`config.mk`:
```
export PLATFORM = sky130hd
export DESIGN_NAME = pid_channel_scheduler
export DESIGN_NICKNAME = d
export VERILOG_FILES = /design/src/rtl/pid_channel_scheduler.sv
export SDC_FILE = /design/constraint.sdc
export NUM_CORES = 1
export LEC_CHECK = 0
export ABC_AREA = 1
export CORE_MARGIN = 3
export CORE_UTILIZATION = 45
export CTS_BUF_LIST = sky130_fd_sc_hd__clkbuf_4
export DETAILED_ROUTE_END_ITERATION = 10
export PLACE_DENSITY = 0.77
export SLEW_MARGIN = 20
export SYNTH_ARGS = -nofsm -noshare
export SYNTH_HDL_FRONTEND = slang
export SYNTH_SLANG_ARGS = --single-unit
```
`constraint.sdc`:
```
create_clock -name clk -period 5.2 [get_ports clk]
set_input_delay 1.3 -clock clk [delete_from_list [all_inputs] [get_ports clk]]
set_output_delay 1.3 -clock clk [all_outputs]
set_load 0.01 [all_outputs]
```
`src/rtl/pid_channel_scheduler.sv`:
```
// rtl/pid_channel_scheduler.sv - sample-tick scheduler sharing one PID core across NCH channels
// Optional core-timeout watchdog: define PID_SCHED_TIMEOUT_EN.
module pid_channel_scheduler #(
    parameter int NCH     = 4,
    parameter int W       = 8,
    parameter int DIV     = 50,
    parameter int TIMEOUT = 16,
    localparam int AW     = $clog2(NCH)
) (
    input  logic              clk,
    input  logic              rst,
    input  logic              cfg_we,
    input  logic [AW-1:0]     cfg_addr,
    input  logic [W-1:0]      cfg_wdata,
    input  logic [NCH-1:0]    ch_en,
    input  logic [NCH*W-1:0]  meas_bus,
    output logic              pid_start,
    output logic [AW-1:0]     pid_ch,
    output logic [W-1:0]      pid_ref,
    output logic [W-1:0]      pid_meas,
    input  logic              pid_done,
    input  logic [W-1:0]      pid_out,
    output logic [NCH*W-1:0]  ctrl_bus,
    output logic [NCH-1:0]    ctrl_valid,
    output logic              busy,
    output logic              overrun,
    output logic              timeout_err
);
    localparam int CW = $clog2(DIV);
    localparam int TW = $clog2(TIMEOUT) + 1;
`ifdef PID_SCHED_TIMEOUT_EN
    localparam bit TO_EN = 1'b1;
`else
    localparam bit TO_EN = 1'b0;
`endif

    typedef enum logic [1:0] {IDLE, ISSUE, WAIT, STORE} state_t;
    state_t state, state_n;

    logic [CW-1:0]    tcnt;
    logic             tick;
    logic [NCH-1:0]   pending;
    logic [NCH*W-1:0] snap;
    logic [W-1:0]     ref_r [NCH];
    logic [AW-1:0]    cur_q, cur_sel;
    logic [W-1:0]     ref_q, meas_q;
    logic [TW-1:0]    wcnt;
    logic [NCH-1:0]   cur_mask;
    logic             timeout_hit;

    assign tick     = (tcnt == CW'(DIV - 1));
    assign cur_mask = {{(NCH-1){1'b0}}, 1'b1} << cur_q;
    assign timeout_hit = TO_EN && (state == WAIT) && !pid_done && (wcnt == TW'(TIMEOUT - 1));

    // Lowest pending channel wins.
    always_comb begin
        cur_sel = '0;
        for (int i = NCH - 1; i >= 0; i--) begin
            if (pending[i]) cur_sel = AW'(i);
        end
    end

    assign pid_start = (state == ISSUE);
    assign pid_ch    = (state == ISSUE) ? cur_sel : cur_q;
    assign pid_ref   = (state == ISSUE) ? ref_r[cur_sel] : ref_q;
    assign pid_meas  = (state == ISSUE) ? snap[cur_sel*W +: W] : meas_q;
    assign busy      = (state != IDLE);

    always_ff @(posedge clk) begin
        if (!rst) begin
            tcnt <= '0;
        end else if (tick) begin
            tcnt <= '0;
        end else begin
            tcnt <= tcnt + CW'(1);
        end
    end

    always_ff @(posedge clk) begin
        if (!rst) state <= IDLE;
        else      state <= state_n;
    end

    always_comb begin
        state_n = state;
        case (state)
            IDLE:    if (tick && (ch_en != '0)) state_n = ISSUE;
            ISSUE:   state_n = WAIT;
            WAIT:    if (pid_done || timeout_hit) state_n = STORE;
            STORE:   state_n = ((pending & ~cur_mask) != '0) ? ISSUE : IDLE;
            default: state_n = IDLE;
        endcase
    end

    always_ff @(posedge clk) begin
        if (!rst) begin
            pending     <= '0;
            snap        <= '0;
            cur_q       <= '0;
            ref_q       <= '0;
            meas_q      <= '0;
            wcnt        <= '0;
            ctrl_bus    <= '0;
            ctrl_valid  <= '0;
            overrun     <= 1'b0;
            timeout_err <= 1'b0;
            for (int i = 0; i < NCH; i++) ref_r[i] <= '0;
        end else begin
            ctrl_valid <= '0;
            if (cfg_we && (int'(cfg_addr) < NCH)) ref_r[cfg_addr] <= cfg_wdata;
            if (tick && (state != IDLE)) overrun <= 1'b1;
            case (state)
                IDLE: begin
                    if (tick) begin
                        pending <= ch_en;
                        snap    <= meas_bus;
                    end
                end
                ISSUE: begin
                    // Operands are frozen here so later ref writes cannot disturb the core.
                    cur_q  <= cur_sel;
                    ref_q  <= ref_r[cur_sel];
                    meas_q <= snap[cur_sel*W +: W];
                    wcnt   <= '0;
                end
                WAIT: begin
                    wcnt <= wcnt + TW'(1);
                    if (pid_done) begin
                        ctrl_bus[cur_q*W +: W] <= pid_out;
                        ctrl_valid             <= cur_mask;
                    end else if (timeout_hit) begin
                        timeout_err <= 1'b1;
                    end
                end
                STORE: pending <= pending & ~cur_mask;
                default: ;
            endcase
        end
    end
endmodule

```
-- Word-level counts from Yosys, hierarchy flattened
Memory sizes are Yosys's and may differ from the RTL's.
Cells that the tools add are included.
- flip-flop bits (word level): 99
- memory bits (writable): 32
- memories kept: 1
- memories (name ; depth ; width ; rd ports ; clocked after Yosys merged registers in ; write ports ; RTL line ; RTL):
    ref_r ; 4 ; 8 ; 1 ; 0 ; 4 ; 44 ; logic [W-1:0] ref_r [NCH];
- $add $sub $neg: 2
- equality and inequality tests: 7
- shift operators: 4
- mux-type cells: 21
- bitwise operators: 3
- reduce and logical (&&, ||, !) cells: 14
- operator list (kind ; count):
    negation 5 -> 34 bit ; 1
    variable shift 8 x 34 -> 32 bit (first input constant) ; 1
    indexed part select 8 x 34 -> 32 bit ; 1
    bitwise mux 32 bit ; 1
    indexed part select 32 x 6 -> 8 bit ; 1
    2-to-1 mux 8 bit ; 3
    2-to-1 mux 2 bit ; 8
    one-hot mux 2 bit (4 select lines) ; 1
    one-hot mux 4 bit (2 select lines) ; 1
    AND reduction 2 bit ; 4
    nonzero test 4 bit ; 2
    OR reduction 8 bit ; 1
    adder 6 x 1 -> 6 bit (second input constant) ; 1
    equality test 6 bit (second input constant) ; 1
    2-to-1 mux 1 bit ; 6
    inequality test 2 bit (second input constant) ; 3
    AND 4 bit ; 1
    equality test 2 bit (second input constant) ; 2
    2-to-1 mux 4 bit ; 1
    NOT 4 bit ; 1
    nonzero test 2 bit ; 2
    left shift 1 x 2 -> 4 bit (first input constant) ; 1
    AND reduction 3 bit ; 1
    equality test 2 x 1 -> 1 bit (second input constant) ; 1
    other kinds (4) ; 5

-- Logic depth before layout (Yosys ltp)
- word-level depth: 6
- mapped depth: 11
- gate-level depth less buffers: 10

-- Worst setup path before layout
No wires, ideal clock.
- path kind: input to register
- start point: in rst
- end point: mem ref_r[2][0], enable pin
- setup time: 0.384 ns
- arrival: 2.298 ns
- path slack: 2.518 ns
- stages on the path: 3
- buffers on the path: 1
- path through: buf_2 nand2_1 o21ai_0
- RTL lines (what ; RTL line ; RTL):
    from (decl) ; 11 ; input logic rst,
    to (decl) ; 44 ;

-- Worst setup path after layout
- start point: reg state[1]
- end point: out pid_meas[0]
- word-level cells in the longest chain between the ends: 2
- ends and longest elaborated chain (what ; RTL line ; RTL):
    from (decl) ; 38 ; state_t state, state_n;
    from (signal assigned) ; 81 ; else state <= state_n;
    equality test 2 x 1 -> 1 bit ; 66 ; assign pid_meas = (state == ISSUE) ? snap[cur_sel*W +: W] : meas_q;
    2-to-1 mux 8 bit ; -- ;
    to (decl) ; 20 ; output logic [W-1:0] pid_meas,
Every way passes these cells.

==> summary by stage <==
Run status
The run finished with clean final reports.

Synth
In this run the cell area of the synthesized design comes to 5940 um2. The number of register bits inferred by synthesis is 131. Of the synthesized area, sequential elements account for 49.5%. The cell count after synthesis came out at 748.

The average cell area after synthesis is 7.94 um2. After synthesis, the netlist uses 37 different library cells. Synthesis produced a netlist with a net count of 821. The number of synthesis warnings is 0.

Timing
Setup violations remaining at the end of the flow were counted as 0. The worst-case clock skew is 0.0152 ns. The worst hold slack is 0.462 ns.

The slew at the pin closest to its max-slew limit is 0.735 ns. The final worst-path cycle share is 81.6%. The number of max-slew violations in the final report is 0. The hold violation count in the final report is 0. Measured against its own limit, the worst slew margin works out to 50.9%.

The shortest period the worst path allows is 4.24 ns. The total negative setup slack is 0 ns. The maximum clock frequency is 0.236 GHz. The post-layout worst setup margin is 0.955 ns. Setup repair after global routing left no endpoint under its margin.

Clock tree
Buffers inserted to repair hold after CTS numbered 0. The tree built by TritonCTS fans out to 131 sinks. After clock tree synthesis, the setup repair step added 0 buffers.

The cell at the root of the clock tree is clkbuf_4. In this run the number of H-tree levels came out at 4. The clock slew seen by the registers of the worst setup and hold paths is 0.11 ns. The worst-case clock buffer depth is 2. Counting the buffers created by CTS gives 17. The TritonCTS clock tree is yes. The post-cts gate resize count is 0. Clock latency on the worst-skew pair, taken at its later pin, is 0.52 ns.

Routing
The antenna violation net count after detailed routing is 0. In the routed layout, each cell is associated on average with a via count of 4.84. The number of DRC violations after detailed-routing iteration 0 is 411. After detailed routing, the number of remaining DRC violations is 0. In the final routed layout, each cell accounts on average for 13.7 um. For this block, the via count after detailed routing is 5029.

The routed wire length is 14.2 mm. For this run, the detailed router's first-pass iteration total came to 5.

Pwr
Summed over all cells, the static leakage comes to 3.10 nW. The sequential power share is 53.1%. For this design the ratio of total power to cell area is 268 nW/um2.

Internal power comes to 0.00160 W. The power share of the combinational group is 5.2%. The worst vdd rail ir drop is 156 uV.

The design draws 0.00201 W. Per report_power, the clock group accounts for 41.7% of the total. In this run switching power makes up 20.8% of total power. The analysis attributes to net switching a power of 0.000419 W.

Layout
For this run, the post-layout net count is 927. Once layout is complete, the cells apart from fillers number 1039. The layout filler cell count is 1154.

The area growth from synthesis to layout is 26.4%. The fraction of layout instances using a drive strength above 1 is 9.46%. The number of antenna diodes in the final layout is 0.

Worst setup path
STA classifies the critical path endpoint as an output pin. The start-to-end type of the worst setup path is register to output pin. The launch point of the worst path is state[1]. At the worst endpoint, the required time is 3.90 ns. The worst path arrival time is 2.94 ns.

The largest fanout of any net on the critical path is 19. In this run the critical register-to-register path is launched from state[1]. The worst setup path is launched from a register.

Placement
The worst slack at placement is 1.52 ns. Summed over all nets, the half-perimeter wirelength after detailed placement is 10.3 mm. During placement, the flow inserted port buffers numbering 114. The number of placed instances, taps included, is 1007. The routability-driven placement congestion ratio is 0.869.

Die
The die covers 14600 um2. The die is 121 um tall. The total I/O pin count is 116.

Measured along the x axis, the die boundary spans 121 um. The initialized floorplan defines 41 standard-cell rows. The placeable core region is 12800 um2.

The initial standard-cell utilization of the core is 46.5%.

Global route
The total overflow left after global routing is 0. Entering global routing, the biggest net connects 63 pins. The number of antenna violations at the first check in global routing is 0.

The number of global-route vias before repair is 4855. Global routing used 20.3% of the available tracks. The global-route wire length before repair is 23.5 mm.

Hold path
The class of the tightest hold or removal check is register to register. The worst hold path startpoint is snap[1].

Run
Across the run, the number of max-cap violations was 0.
[per-stage QoR]
step                      instance area [um2]  utilization (%)
after floorplan                          5940                -
after global placement                   7150             56.0
after detailed placement                 7150             56.0
after CTS                                7510             58.8
after global routing                     7510             58.8
final                                    7510             58.8
[synthesized netlist by cell type]
| cell | count | area share, % |
|---|---|---|
| nor2_2 | 5 | 0.53 |
| nand3_1 | 59 | 5.0 |
| nand2_8 | 1 | 0.34 |
| clkbuf_1 | 13 | 0.82 |
| inv_2 | 12 | 0.76 |
| edfxtp_1 | 32 | 16 |
| ha_1 | 15 | 3.2 |
| clkinv_1 | 1 | 0.063 |
| xor2_1 | 1 | 0.15 |
| nor3_1 | 8 | 0.67 |
| buf_1 | 1 | 0.063 |
| or2_2 | 8 | 0.84 |
| or2_1 | 1 | 0.11 |
| dfxtp_1 | 99 | 33 |
| nor2_4 | 1 | 0.19 |
| buf_6 | 4 | 0.76 |
| nor2_1 | 67 | 4.2 |
| nand2_2 | 5 | 0.53 |
| nand2_1 | 152 | 9.6 |
| or3_1 | 7 | 0.74 |
| or3b_1 | 1 | 0.15 |
| nand4_1 | 1 | 0.11 |
| inv_1 | 97 | 6.1 |
| o21bai_1 | 1 | 0.13 |
| o21ai_0 | 6 | 0.51 |
| nand3_2 | 16 | 2.7 |
| a211oi_1 | 1 | 0.13 |
| nand2_4 | 2 | 0.38 |
| buf_4 | 1 | 0.13 |
| xnor2_1 | 1 | 0.15 |
| buf_2 | 9 | 0.76 |
| nor2_8 | 1 | 0.34 |
| a21oi_1 | 70 | 5.9 |
| o21ai_1 | 38 | 3.2 |
| inv_4 | 2 | 0.21 |
| conb_1 | 1 | 0.063 |
| nand3b_1 | 8 | 1.0 |
[state kept, by name, indices dropped and copies added, names as in the netlist]
register,flops
overrun,1
ctrl_bus,32
state,2
pending,4
cur_q,2
ref_r,32
tcnt,6
meas_q,8
snap,32
ref_q,8
ctrl_valid,4
[cell type report]
cell class	count	area (um2)	area share, %
clock buffers	19	143	1.90
multi-input cells	477	2430	32.3
repair buffers	115	1140	15.2
well taps	172	215	2.87
clock inverters	13	213	2.83
flip-flops and latches	131	2940	39.2
inverters	112	425	5.66
[routing by layer]
metal / vias up / share of wire [%] / routed length [um] / GRT usage (%)
met1: 2254 / 45 / 6460 / 27.3
met2: 148 / 47 / 6720 / 32.2
met3: 15 / 5.6 / 799 / 4.90
met5: - / 0 / 0 / 0
li1: 2612 / - / - / -
met4: 0 / 1.7 / 236 / 6.52
[worst max-delay path, cell delays in order, from the launching register on]
cell	delay, ns
dfxtp_1	0.35
inv_1	0.12
ha_1	0.54
inv_2	0.30
nor2_4	0.31
nand3_1	0.15
nand3_2	0.11
clkdlybuf4s50_1	0.54
[placed cells by master (no fill, tap or decap), types with 2 or more instances in the layout]
cell type,netlist,routed
nand2_1,152,152
clkdlybuf4s50_1,0,113
dfxtp_1,99,99
inv_1,97,97
a21oi_1,70,70
nor2_1,67,67
nand3_1,59,59
o21ai_1,38,39
edfxtp_1,32,32
clkbuf_4,0,19
nand3_2,16,16
ha_1,15,15
inv_2,12,12
nand3b_1,8,8
or2_2,8,8
nor3_1,8,8
or3_1,7,7
clkinv_1,1,6
bufinv_16,0,6
nor2_2,5,5
o21ai_0,6,5
nand2_2,5,4
nand2_4,2,3
inv_4,2,2
[cells by family after synthesis]
| logic type | share of synthesized area [%] |
|---|---|
| xor+xnor | 0.295 |
| flops | 49.5 |
| buf+inv | 9.69 |
| compound gates | 9.85 |
| other cells | 0.0631 |
| fa+ha+maj | 3.16 |
| simple gates | 27.4 |
[worst paths after layout]
kind	to	slack (ns)	cells past startpoint
max	pid_meas[0]	0.96	7
min	snap[1]	0.46	2
max reg2reg	meas_q[0]	3.17	8
min reg2reg	snap[1]	0.46	2
[power by group through the flow]
stage | combinational, W | sequential, W | clock, W
floorplan | 0.0000460 | 0.00109 | 0
finish | 0.000104 | 0.00107 | 0.000841
global route | 0.000116 | 0.00107 | 0.000899
global placement | 0.000104 | 0.00109 | 0
detailed placement | 0.000104 | 0.00109 | 0
CTS | 0.000105 | 0.00107 | 0.000853
No activity file was read; power rests on OpenSTA's default activity.
